==> src/rtl/fractal_axi_regs_if.sv <==
// AXI4-Lite slave bundle carrying the write, response and read channels of the register block.
interface fractal_axi_regs_if #(
    parameter int unsigned ADDR_WIDTH = 8
) ();
    logic [ADDR_WIDTH-1:0] s_axi_awaddr;
    logic                  s_axi_awvalid;
    logic                  s_axi_awready;
    logic [31:0]           s_axi_wdata;
    logic [3:0]            s_axi_wstrb;
    logic                  s_axi_wvalid;
    logic                  s_axi_wready;
    logic [1:0]            s_axi_bresp;
    logic                  s_axi_bvalid;
    logic                  s_axi_bready;
    logic [ADDR_WIDTH-1:0] s_axi_araddr;
    logic                  s_axi_arvalid;
    logic                  s_axi_arready;
    logic [31:0]           s_axi_rdata;
    logic [1:0]            s_axi_rresp;
    logic                  s_axi_rvalid;
    logic                  s_axi_rready;

    modport slave (
        input  s_axi_awaddr, s_axi_awvalid, s_axi_wdata, s_axi_wstrb, s_axi_wvalid,
        input  s_axi_bready, s_axi_araddr, s_axi_arvalid, s_axi_rready,
        output s_axi_awready, s_axi_wready, s_axi_bresp, s_axi_bvalid,
        output s_axi_arready, s_axi_rdata, s_axi_rresp, s_axi_rvalid
    );

    modport master (
        output s_axi_awaddr, s_axi_awvalid, s_axi_wdata, s_axi_wstrb, s_axi_wvalid,
        output s_axi_bready, s_axi_araddr, s_axi_arvalid, s_axi_rready,
        input  s_axi_awready, s_axi_wready, s_axi_bresp, s_axi_bvalid,
        input  s_axi_arready, s_axi_rdata, s_axi_rresp, s_axi_rvalid
    );
endinterface

==> src/rtl/fractal_axi_regs.sv <==
// Four 32-bit AXI4-Lite read/write registers with independent AW/W holding, byte strobes
// and a per-register write pulse. All channel outputs, including the ready signals, are flops.
module fractal_axi_regs #(
    parameter int unsigned ADDR_WIDTH = 8
) (
    input  logic                   aclk,
    input  logic                   aresetn,
    fractal_axi_regs_if.slave      axi,
    output logic [127:0]           registers,
    output logic [3:0]             wr_pulse
);
    localparam int unsigned NUM_REGS   = 4;
    localparam int unsigned DATA_WIDTH = 32;
    localparam int unsigned STRB_WIDTH = 4;
    localparam logic [1:0]  RESP_OKAY   = 2'b00;
    localparam logic [1:0]  RESP_SLVERR = 2'b10;

    // Registered state
    logic                                  aw_held_q, aw_held_d;
    logic [ADDR_WIDTH-1:0]                 aw_addr_q, aw_addr_d;
    logic                                  w_held_q, w_held_d;
    logic [DATA_WIDTH-1:0]                 w_data_q, w_data_d;
    logic [STRB_WIDTH-1:0]                 w_strb_q, w_strb_d;
    logic                                  awready_q, awready_d;
    logic                                  wready_q, wready_d;
    logic                                  bvalid_q, bvalid_d;
    logic [1:0]                            bresp_q, bresp_d;
    logic                                  arready_q, arready_d;
    logic                                  rvalid_q, rvalid_d;
    logic [DATA_WIDTH-1:0]                 rdata_q, rdata_d;
    logic [1:0]                            rresp_q, rresp_d;
    logic [NUM_REGS-1:0][DATA_WIDTH-1:0]   reg_q, reg_d;
    logic [NUM_REGS-1:0]                   wr_pulse_q, wr_pulse_d;

    // Handshake and commit decode
    logic                  aw_hs, w_hs, ar_hs;
    logic                  have_aw, have_w, commit;
    logic [ADDR_WIDTH-1:0] cm_addr;
    logic [DATA_WIDTH-1:0] cm_data;
    logic [STRB_WIDTH-1:0] cm_strb;
    logic                  cm_in_range, ar_in_range;
    logic [1:0]            cm_idx, ar_idx;

    assign aw_hs   = axi.s_axi_awvalid & awready_q;
    assign w_hs    = axi.s_axi_wvalid  & wready_q;
    assign ar_hs   = axi.s_axi_arvalid & arready_q;
    assign have_aw = aw_held_q | aw_hs;
    assign have_w  = w_held_q  | w_hs;
    assign commit  = have_aw & have_w;

    // A held beat takes priority; otherwise the beat handshaking this cycle is used directly.
    assign cm_addr = aw_held_q ? aw_addr_q : axi.s_axi_awaddr;
    assign cm_data = w_held_q  ? w_data_q  : axi.s_axi_wdata;
    assign cm_strb = w_held_q  ? w_strb_q  : axi.s_axi_wstrb;

    // Anything above the 16-byte window is out of range; shifting keeps ADDR_WIDTH == 4 legal.
    assign cm_in_range = ((cm_addr >> 4) == '0);
    assign ar_in_range = ((axi.s_axi_araddr >> 4) == '0);
    assign cm_idx      = cm_addr[3:2];
    assign ar_idx      = axi.s_axi_araddr[3:2];

    // Next-state logic for write holding, commit, response and read channels
    always_comb begin
        aw_held_d  = aw_held_q;
        aw_addr_d  = aw_addr_q;
        w_held_d   = w_held_q;
        w_data_d   = w_data_q;
        w_strb_d   = w_strb_q;
        bvalid_d   = bvalid_q;
        bresp_d    = bresp_q;
        rvalid_d   = rvalid_q;
        rdata_d    = rdata_q;
        rresp_d    = rresp_q;
        reg_d      = reg_q;
        wr_pulse_d = '0;

        if (aw_hs) begin
            aw_addr_d = axi.s_axi_awaddr;
        end
        if (w_hs) begin
            w_data_d = axi.s_axi_wdata;
            w_strb_d = axi.s_axi_wstrb;
        end
        aw_held_d = have_aw & ~commit;
        w_held_d  = have_w  & ~commit;

        if (commit) begin
            bvalid_d = 1'b1;
            bresp_d  = cm_in_range ? RESP_OKAY : RESP_SLVERR;
            if (cm_in_range) begin
                for (int b = 0; b < int'(STRB_WIDTH); b++) begin
                    if (cm_strb[b]) begin
                        reg_d[cm_idx][8*b +: 8] = cm_data[8*b +: 8];
                    end
                end
                wr_pulse_d[cm_idx] = |cm_strb;
            end
        end else if (bvalid_q && axi.s_axi_bready) begin
            bvalid_d = 1'b0;
        end

        // Reads sample the pre-commit register value when they coincide with a write.
        if (ar_hs) begin
            rvalid_d = 1'b1;
            rdata_d  = ar_in_range ? reg_q[ar_idx] : '0;
            rresp_d  = ar_in_range ? RESP_OKAY : RESP_SLVERR;
        end else if (rvalid_q && axi.s_axi_rready) begin
            rvalid_d = 1'b0;
        end

        awready_d = ~aw_held_d & ~bvalid_d;
        wready_d  = ~w_held_d  & ~bvalid_d;
        arready_d = ~rvalid_d;
    end

    // State registers; readies come up only on the first edge after reset release
    always_ff @(posedge aclk or negedge aresetn) begin
        if (!aresetn) begin
            aw_held_q  <= 1'b0;
            aw_addr_q  <= '0;
            w_held_q   <= 1'b0;
            w_data_q   <= '0;
            w_strb_q   <= '0;
            awready_q  <= 1'b0;
            wready_q   <= 1'b0;
            bvalid_q   <= 1'b0;
            bresp_q    <= '0;
            arready_q  <= 1'b0;
            rvalid_q   <= 1'b0;
            rdata_q    <= '0;
            rresp_q    <= '0;
            reg_q      <= '0;
            wr_pulse_q <= '0;
        end else begin
            aw_held_q  <= aw_held_d;
            aw_addr_q  <= aw_addr_d;
            w_held_q   <= w_held_d;
            w_data_q   <= w_data_d;
            w_strb_q   <= w_strb_d;
            awready_q  <= awready_d;
            wready_q   <= wready_d;
            bvalid_q   <= bvalid_d;
            bresp_q    <= bresp_d;
            arready_q  <= arready_d;
            rvalid_q   <= rvalid_d;
            rdata_q    <= rdata_d;
            rresp_q    <= rresp_d;
            reg_q      <= reg_d;
            wr_pulse_q <= wr_pulse_d;
        end
    end

    // Output wiring straight from the flops
    assign axi.s_axi_awready = awready_q;
    assign axi.s_axi_wready  = wready_q;
    assign axi.s_axi_bvalid  = bvalid_q;
    assign axi.s_axi_bresp   = bresp_q;
    assign axi.s_axi_arready = arready_q;
    assign axi.s_axi_rvalid  = rvalid_q;
    assign axi.s_axi_rdata   = rdata_q;
    assign axi.s_axi_rresp   = rresp_q;
    assign registers         = reg_q;
    assign wr_pulse          = wr_pulse_q;
endmodule

==> src/flat_wrapper.sv <==
// flat-port wrapper written by rule: the top's interface ports become plain ports
module fractal_axi_regs_flat 
#(
    parameter int unsigned ADDR_WIDTH = 8
)
  (aclk, aresetn, registers, wr_pulse, axi_s_axi_awaddr, axi_s_axi_awvalid, axi_s_axi_wdata, axi_s_axi_wstrb, axi_s_axi_wvalid, axi_s_axi_bready, axi_s_axi_araddr, axi_s_axi_arvalid, axi_s_axi_rready, axi_s_axi_awready, axi_s_axi_wready, axi_s_axi_bresp, axi_s_axi_bvalid, axi_s_axi_arready, axi_s_axi_rdata, axi_s_axi_rresp, axi_s_axi_rvalid);
  fractal_axi_regs_if #(.ADDR_WIDTH(ADDR_WIDTH)) axi_i ();
  input  logic aclk;
  input  logic aresetn;
  output logic [127:0] registers;
  output logic [3:0] wr_pulse;
  input wire logic [$bits(axi_i.s_axi_awaddr)-1:0] axi_s_axi_awaddr;
  input wire logic [$bits(axi_i.s_axi_awvalid)-1:0] axi_s_axi_awvalid;
  input wire logic [$bits(axi_i.s_axi_wdata)-1:0] axi_s_axi_wdata;
  input wire logic [$bits(axi_i.s_axi_wstrb)-1:0] axi_s_axi_wstrb;
  input wire logic [$bits(axi_i.s_axi_wvalid)-1:0] axi_s_axi_wvalid;
  input wire logic [$bits(axi_i.s_axi_bready)-1:0] axi_s_axi_bready;
  input wire logic [$bits(axi_i.s_axi_araddr)-1:0] axi_s_axi_araddr;
  input wire logic [$bits(axi_i.s_axi_arvalid)-1:0] axi_s_axi_arvalid;
  input wire logic [$bits(axi_i.s_axi_rready)-1:0] axi_s_axi_rready;
  output wire logic [$bits(axi_i.s_axi_awready)-1:0] axi_s_axi_awready;
  output wire logic [$bits(axi_i.s_axi_wready)-1:0] axi_s_axi_wready;
  output wire logic [$bits(axi_i.s_axi_bresp)-1:0] axi_s_axi_bresp;
  output wire logic [$bits(axi_i.s_axi_bvalid)-1:0] axi_s_axi_bvalid;
  output wire logic [$bits(axi_i.s_axi_arready)-1:0] axi_s_axi_arready;
  output wire logic [$bits(axi_i.s_axi_rdata)-1:0] axi_s_axi_rdata;
  output wire logic [$bits(axi_i.s_axi_rresp)-1:0] axi_s_axi_rresp;
  output wire logic [$bits(axi_i.s_axi_rvalid)-1:0] axi_s_axi_rvalid;
  assign axi_i.s_axi_awaddr = axi_s_axi_awaddr;
  assign axi_i.s_axi_awvalid = axi_s_axi_awvalid;
  assign axi_i.s_axi_wdata = axi_s_axi_wdata;
  assign axi_i.s_axi_wstrb = axi_s_axi_wstrb;
  assign axi_i.s_axi_wvalid = axi_s_axi_wvalid;
  assign axi_i.s_axi_bready = axi_s_axi_bready;
  assign axi_i.s_axi_araddr = axi_s_axi_araddr;
  assign axi_i.s_axi_arvalid = axi_s_axi_arvalid;
  assign axi_i.s_axi_rready = axi_s_axi_rready;
  assign axi_s_axi_awready = axi_i.s_axi_awready;
  assign axi_s_axi_wready = axi_i.s_axi_wready;
  assign axi_s_axi_bresp = axi_i.s_axi_bresp;
  assign axi_s_axi_bvalid = axi_i.s_axi_bvalid;
  assign axi_s_axi_arready = axi_i.s_axi_arready;
  assign axi_s_axi_rdata = axi_i.s_axi_rdata;
  assign axi_s_axi_rresp = axi_i.s_axi_rresp;
  assign axi_s_axi_rvalid = axi_i.s_axi_rvalid;
  fractal_axi_regs #(.ADDR_WIDTH(ADDR_WIDTH)) u_core (.aclk(aclk), .aresetn(aresetn), .axi(axi_i), .registers(registers), .wr_pulse(wr_pulse));
endmodule
==> config.mk <==
export PLATFORM = sky130hd
export DESIGN_NAME = fractal_axi_regs_flat
export DESIGN_NICKNAME = d
export VERILOG_FILES = /design/src/rtl/fractal_axi_regs_if.sv /design/src/rtl/fractal_axi_regs.sv /design/src/flat_wrapper.sv
export SDC_FILE = /design/constraint.sdc
export NUM_CORES = 1
export LEC_CHECK = 0
export CORE_AREA = 2 2 127 221
export CTS_BUF_LIST = sky130_fd_sc_hd__clkbuf_2
export DETAILED_ROUTE_END_ITERATION = 8
export DIE_AREA = 0 0 129 223
export GPL_ROUTABILITY_DRIVEN = 0
export MAX_ROUTING_LAYER = met4
export PLACE_DENSITY_LB_ADDON = 0.05
export RECOVER_POWER = 50
export SYNTH_ARGS = -nofsm -noshare
export SYNTH_HDL_FRONTEND = slang
export SYNTH_SLANG_ARGS = --single-unit
==> constraint.sdc <==
create_clock -name aclk -period 5.53 [get_ports aclk]
set_input_delay 1.659 -clock aclk [delete_from_list [all_inputs] [get_ports aclk]]
set_output_delay 1.659 -clock aclk [all_outputs]
set_load 0.01 [all_outputs]
==> impl_metrics.tcl, run 1 <==
set metrics [dict create \
    status "finished with violations" \
    violations "capacitance limit, slew limit" \
    wire_per_inst_um 22.2 \
    p_seq_frac 0.461 \
    syn_area_per_cell_um2 16.3 \
    dieArea_um2 28800 \
    path_cells "dlygate4sd3_1, or4_1, nor2_1, clkbuf_1, a22o_1" \
    required_ns 6.29 \
    placed_cells 1148 \
    end_kind "flop" \
    maxSlewViolCount 118 \
    cts_resized 0 \
    drtAntennaViolNets 0 \
    synth_ff_type "dfrtp_1" \
    comb_power_share 0.333 \
    layout.nets 894 \
    cts_tree "built" \
    coreArea_um2 27100 \
    synth-xor-area-share 0 \
    drv_cap 3 \
    grt_max_degree 135 \
    drt_iter0_drc 168 \
    finalClockSkew_ns 0.0618 \
    row_count 80 \
    synthAdderAreaFrac 0 \
    p_leak_nw 5.50 \
    fp.dieW_um 129 \
    yosys.area_share.simple 0.0249 \
    critical_path_class "input port to flop" \
    dieHeight_um 223 \
    grt_pass1_wl_mm 41.8 \
    cts_setup_buffers 0 \
    synth.mux.area_fraction 0.328 \
    cpPeakStageDelay_ns 1.12 \
    power_density_nw_per_um2 395 \
    r2r-start "u_core.axi.s_axi_arready" \
    fillers 2472 \
    stdcell_count 1238 \
    critPathTopFamily "buffers and inverters" \
    clock-sinks 215 \
    startpoint_type "input port" \
    cp_slowest_cell "nor2_1" \
    fin_setup_tns_ns 0 \
    min_from "u_core.w_data_q[21]" \
    p_sw_frac 0.329 \
    arrival_ns 5.23 \
    port_buffers 225 \
    slew_headroom -0.515 \
    period_share 0.809 \
    grt_overflow 0 \
    period_minus_slack_ns 4.47 \
    initial_core_util 0.342 \
    fmax_mhz 224 \
    postLayoutCoreUtil 0.456 \
    dp_slack_ns 1.37 \
    cts_max_path_buffers 3 \
    postCtsHoldBufs 0 \
    hold_ws_ns 0.511 \
    grt_pass1_vias 7034 \
    clkTransAtPathRegs_ns 0.10 \
    yosysSeqAreaShare 0.580 \
    synthToLayoutAreaGrowth_pct 33.2 \
    worst-path-max-fanout 21 \
    synth-edff-count 0 \
    synth_top_family_by_area "multiplexers" \
    cts_root_buf "clkbuf_2" \
    wl_mm 27.4 \
    netlist_area_um2 9280 \
    grt_usage 0.198 \
    dr.pass1.iters 4 \
    setup-violations-final 0 \
    ir_drop_uv 178 \
    ios 232 \
    synth_cell_types 27 \
    antenna_found_initial 2 \
    fin_ws_ns 1.06 \
    synth_warnings 0 \
    hold_viol_final 0 \
    ys_ff_latch 215 \
    critical_path.startpoint "axi_s_axi_araddr[5]" \
    postSynthCellCount 569 \
    cts_buffers 54 \
    synth_compound_area_frac 0.0560 \
    via_per_inst 5.03 \
    p_int_mw 3.28 \
    dpl.hpwl_mm 18.5 \
    power.share.clock 0.206 \
    via_count 6226 \
    hold_path.class "flop to flop" \
    drc 0 \
    crit_buf_inv 2 \
    switchingPower_mw 1.61 \
    final_cell_mix "clkdlybuf4s50_1 (218), dfrtp_1 (214), mux2_2 (206)" \
    async_flop_share 1.00 \
    clock_latency_ns 0.87 \
    layout_commonest_cell "clkdlybuf4s50_1" \
    drive_above_1_share 0.405 \
    htree_levels 2 \
    tightest_slew_ns 2.27 \
    rsz0062_at_grt "no" \
]
[kinds of logic (layout without fill, tap and decap cells)]
family / Yosys count / in the layout
buffers and inverters: 24 / 321
flip-flops: 215 / 215
AO/OA/AOI/OAI: 59 / 59
other: 1 / 4
multiplexers: 238 / 238
AND/OR/NAND/NOR: 32 / 32
[worst register-to-register path, cell delays in order, from the launching register on]
cell and delay [ns]:
dfrtp_1 0.39, nand2_1 0.08, nor2_1 1.12, clkbuf_1 1.13, a22o_1 0.29
[final cells by class]
cell class              instances  area [µm²]  area share
flip-flops and latches        215        5380       0.435
repair buffers                231        2280       0.184
diodes                          2        5.00    0.000405
inverters                       2        7.51    0.000608
clock buffers                  77         385      0.0312
multi-input cells             331        3790       0.307
well taps                     369         462      0.0374
clock inverters                11        43.8     0.00354
[power groups by stage]
stage               clock network [mW]  registers (mW)  logic, mW
floorplan                            0            2.29      0.816
global placement                     0            2.26       1.61
detailed placement                   0            2.29       1.65
CTS                               1.07            2.26       1.66
global route                      1.14            2.31       1.74
finish                            1.00            2.25       1.63
[path summary, 6_finish.rpt]
path	cells after the start	end	slack (ns)
setup / recovery	5	u_core.axi.s_axi_rdata[12]	1.06
hold / removal	1	u_core.w_data_q[21]	0.51
setup reg to reg	4	u_core.axi.s_axi_rdata[12]	2.42
hold reg to reg	1	u_core.w_data_q[21]	0.51
min in group asynchronous	1	u_core.w_data_q[3]	0.93
max in group asynchronous	2	u_core.registers[64]	1.97
[state kept, by name, indices dropped and copies added (netlist names)]
name and count:
u_core.axi.s_axi_rvalid 1, u_core.w_held_q 1, u_core.axi.s_axi_wready 1, u_core.w_data_q 32, u_core.w_strb_q 4, u_core.axi.s_axi_rdata 32, u_core.axi.s_axi_bvalid 1, u_core.registers 128
u_core.aw_addr_q 6, u_core.axi.s_axi_awready 1, u_core.axi.s_axi_rresp 1, u_core.axi.s_axi_bresp 1, u_core.axi.s_axi_arready 1, u_core.aw_held_q 1, u_core.wr_pulse 4
[metrics by stage]
step / total power, mW / area (µm²)
after floorplan: 3.11 / 9280
after global placement: 3.87 / 12000
after detailed placement: 3.94 / 12000
after CTS: 4.99 / 12400
after global routing: 5.19 / 12400
final: 4.89 / 12400
[cell usage after synthesis (all sizes together) (3+ instances only)]
| cell | n | share of area |
|---|---|---|
| a21oi | 21 | 0.021 |
| a21o | 4 | 0.0032 |
| nand3 | 6 | 0.0043 |
| a22o | 32 | 0.030 |
| nor2 | 8 | 0.0032 |
| nand4b | 4 | 0.0065 |
| dfrtp | 215 | 0.58 |
| buf | 6 | 0.0038 |
| mux2 | 206 | 0.25 |
| nand2 | 4 | 0.0016 |
| clkbuf | 16 | 0.0065 |
| nor2b | 3 | 0.0020 |
| mux4 | 32 | 0.078 |
[layer usage]
layer	up-vias	GRT usage	wire (µm)
met2	220	0.347	14700
met5	-	-	0
li1	2706	-	-
met3	42	0.0540	1720
met4	0	0.0617	590
met1	3258	0.217	10400
(Power assumes the default switching activity.)
==> run 2, diff against run 1 <==
Clock period 5.53 ns to 3.8 ns, I/O delays scaled along.
==> impl_metrics.tcl, run 2 (synthesis gave the netlist of run 1 again) <==
set metrics [dict create \
    status "finished with violations" \
    violations "capacitance limit, slew limit" \
    dpl.hpwl_mm 18.4 \
    setup-violations-final 0 \
    multi_input_area_um2 3800 \
    worst-path-max-fanout 33 \
    arrival_ns 3.83 \
    grt_max_degree 84 \
    rsz0062_at_grt "no" \
    dieArea_um2 28800 \
    row_count 80 \
    clkTransAtPathRegs_ns 0.10 \
    rrSetupSlack_ns 1.05 \
    final-seq-area_um2 5380 \
    p_leak_nw 5.60 \
    dieHeight_um 223 \
    hold_path.class "flop to flop" \
    drtAntennaViolNets 0 \
    dpl_cell_area_um2 12100 \
    grt_pass1_vias 6947 \
    ff2ff_path_depth 3 \
    cp_slowest_cell "clkbuf_1" \
    postLayoutCoreUtil 0.462 \
    coreArea_um2 27100 \
    total_power_mw 7.07 \
    whs_endpoint "u_core.w_data_q[17]" \
    drt_iter0_drc 202 \
    fmax_mhz 307 \
    crit_buf_inv 2 \
    port_buffers 225 \
    drive_above_1_share 0.415 \
    dr.pass1.iters 4 \
    clock-sinks 215 \
    end_kind "flop" \
    cpPeakStageDelay_ns 1.62 \
    worst-path-stages 4 \
    cts_setup_buffers 0 \
    cts_resized 0 \
    slew_headroom -0.518 \
    cts_max_path_buffers 3 \
    wl_mm 26.9 \
    hold_path_depth 1 \
    grt_usage 0.194 \
    hold_viol_final 0 \
    synthToLayoutAreaGrowth_pct 35.0 \
    drv_cap 4 \
    r2r-end "u_core.axi.s_axi_rvalid" \
    cts_root_buf "clkbuf_2" \
    layout_commonest_cell "clkdlybuf4s50_1" \
    initial_core_util 0.342 \
    antenna_found_initial 1 \
    tightest_slew_ns 2.28 \
    postLayoutCellArea_um2 12500 \
    startpoint_type "input port" \
    wire_per_inst_um 21.5 \
    largest_reg_flops 128 \
    via_per_inst 4.98 \
    fp.dieW_um 129 \
    r2r-start "u_core.axi.s_axi_arready" \
    drc 0 \
    ir_drop_uv 336 \
    via_count 6231 \
    critical_path_class "input port to flop" \
    layout.nets 909 \
    period_minus_slack_ns 3.26 \
    finalClockSkew_ns 0.0455 \
    fin_setup_tns_ns 0 \
    period_share 0.857 \
    grt_pass1_wl_mm 41.1 \
    htree_levels 2 \
    critPathTopFamily "buffers and inverters" \
    clock_latency_ns 0.84 \
    maxSlewViolCount 165 \
    required_ns 4.38 \
    power_density_nw_per_um2 565 \
    min_from "u_core.w_data_q[17]" \
    postCtsHoldBufs 0 \
    path_cells "dlygate4sd3_1, nand2_1, clkbuf_1, o21ai_0" \
    grt_overflow 0 \
    cts_tree "built" \
    fillers 2498 \
    cts_buffers 52 \
    ios 232 \
    final_cell_mix "clkdlybuf4s50_1 (219), dfrtp_1 (214), mux2_2 (206)" \
]
==> run 2: cell count changes in the layout (fill, tap and decap cells not counted), sizes merged <==
| cell | change |
|---|---|
| clkbuf | -4 |
| dlygate4sd3 | -1 |
| diode | -1 |
| buf | +17 |
| dlymetal6s2s | +1 |
| clkdlybuf4s50 | +1 |
| clkinv | +1 |
| inv | -1 |
==> run 2: report_power, final <==
group          switching [mW]  internal (mW)  leakage [nW]
logic                   0.981           1.41          2.40
clock network           0.913          0.511         0.327
registers               0.408           2.85          2.87
total                    2.30           4.77          5.60
==> run 2: metrics by stage <==
step	cells	setup slack [ns]	hold WS, ns
floorplan	570	1.16	0.474
global placement	1165	0.475	0.481
detailed placement	1165	0.425	0.489
CTS	1250	0.712	0.218
global route	1251	0.393	0.527
finish	1251	0.545	0.507
==> run 2: per-layer routing <==
layer	GRT usage	up-vias	wire, µm
li1	-	2737	-
met1	0.218	3259	10400
met2	0.339	193	14400
met3	0.0518	42	1620
met4	0.0540	0	498
met5	-	-	0
==> run 2: cell type report <==
type	count	share of cell area
multi-input cells	331	0.303
diodes	1	0.000200
inverters	2	0.000599
clock buffers	74	0.0296
repair buffers	248	0.196
well taps	369	0.0369
flip-flops and latches	215	0.430
clock inverters	11	0.00340
==> run 2: worst max path at each step <==
| stage | slack [ns] | from | end |
|---|---|---|---|
| after detailed placement | 0.43 | axi_s_axi_awaddr[4] | u_core.registers[31] |
| after CTS | 0.71 | u_core.registers[110] | registers[110] |
| after global routing | 0.39 | axi_s_axi_arvalid | u_core.axi.s_axi_rvalid |
| after global placement | 0.48 | axi_s_axi_awaddr[4] | u_core.registers[25] |
| after floorplan | 1.16 | axi_s_axi_awaddr[4] | u_core.registers[32] |
| final | 0.54 | axi_s_axi_arvalid | u_core.axi.s_axi_rvalid |
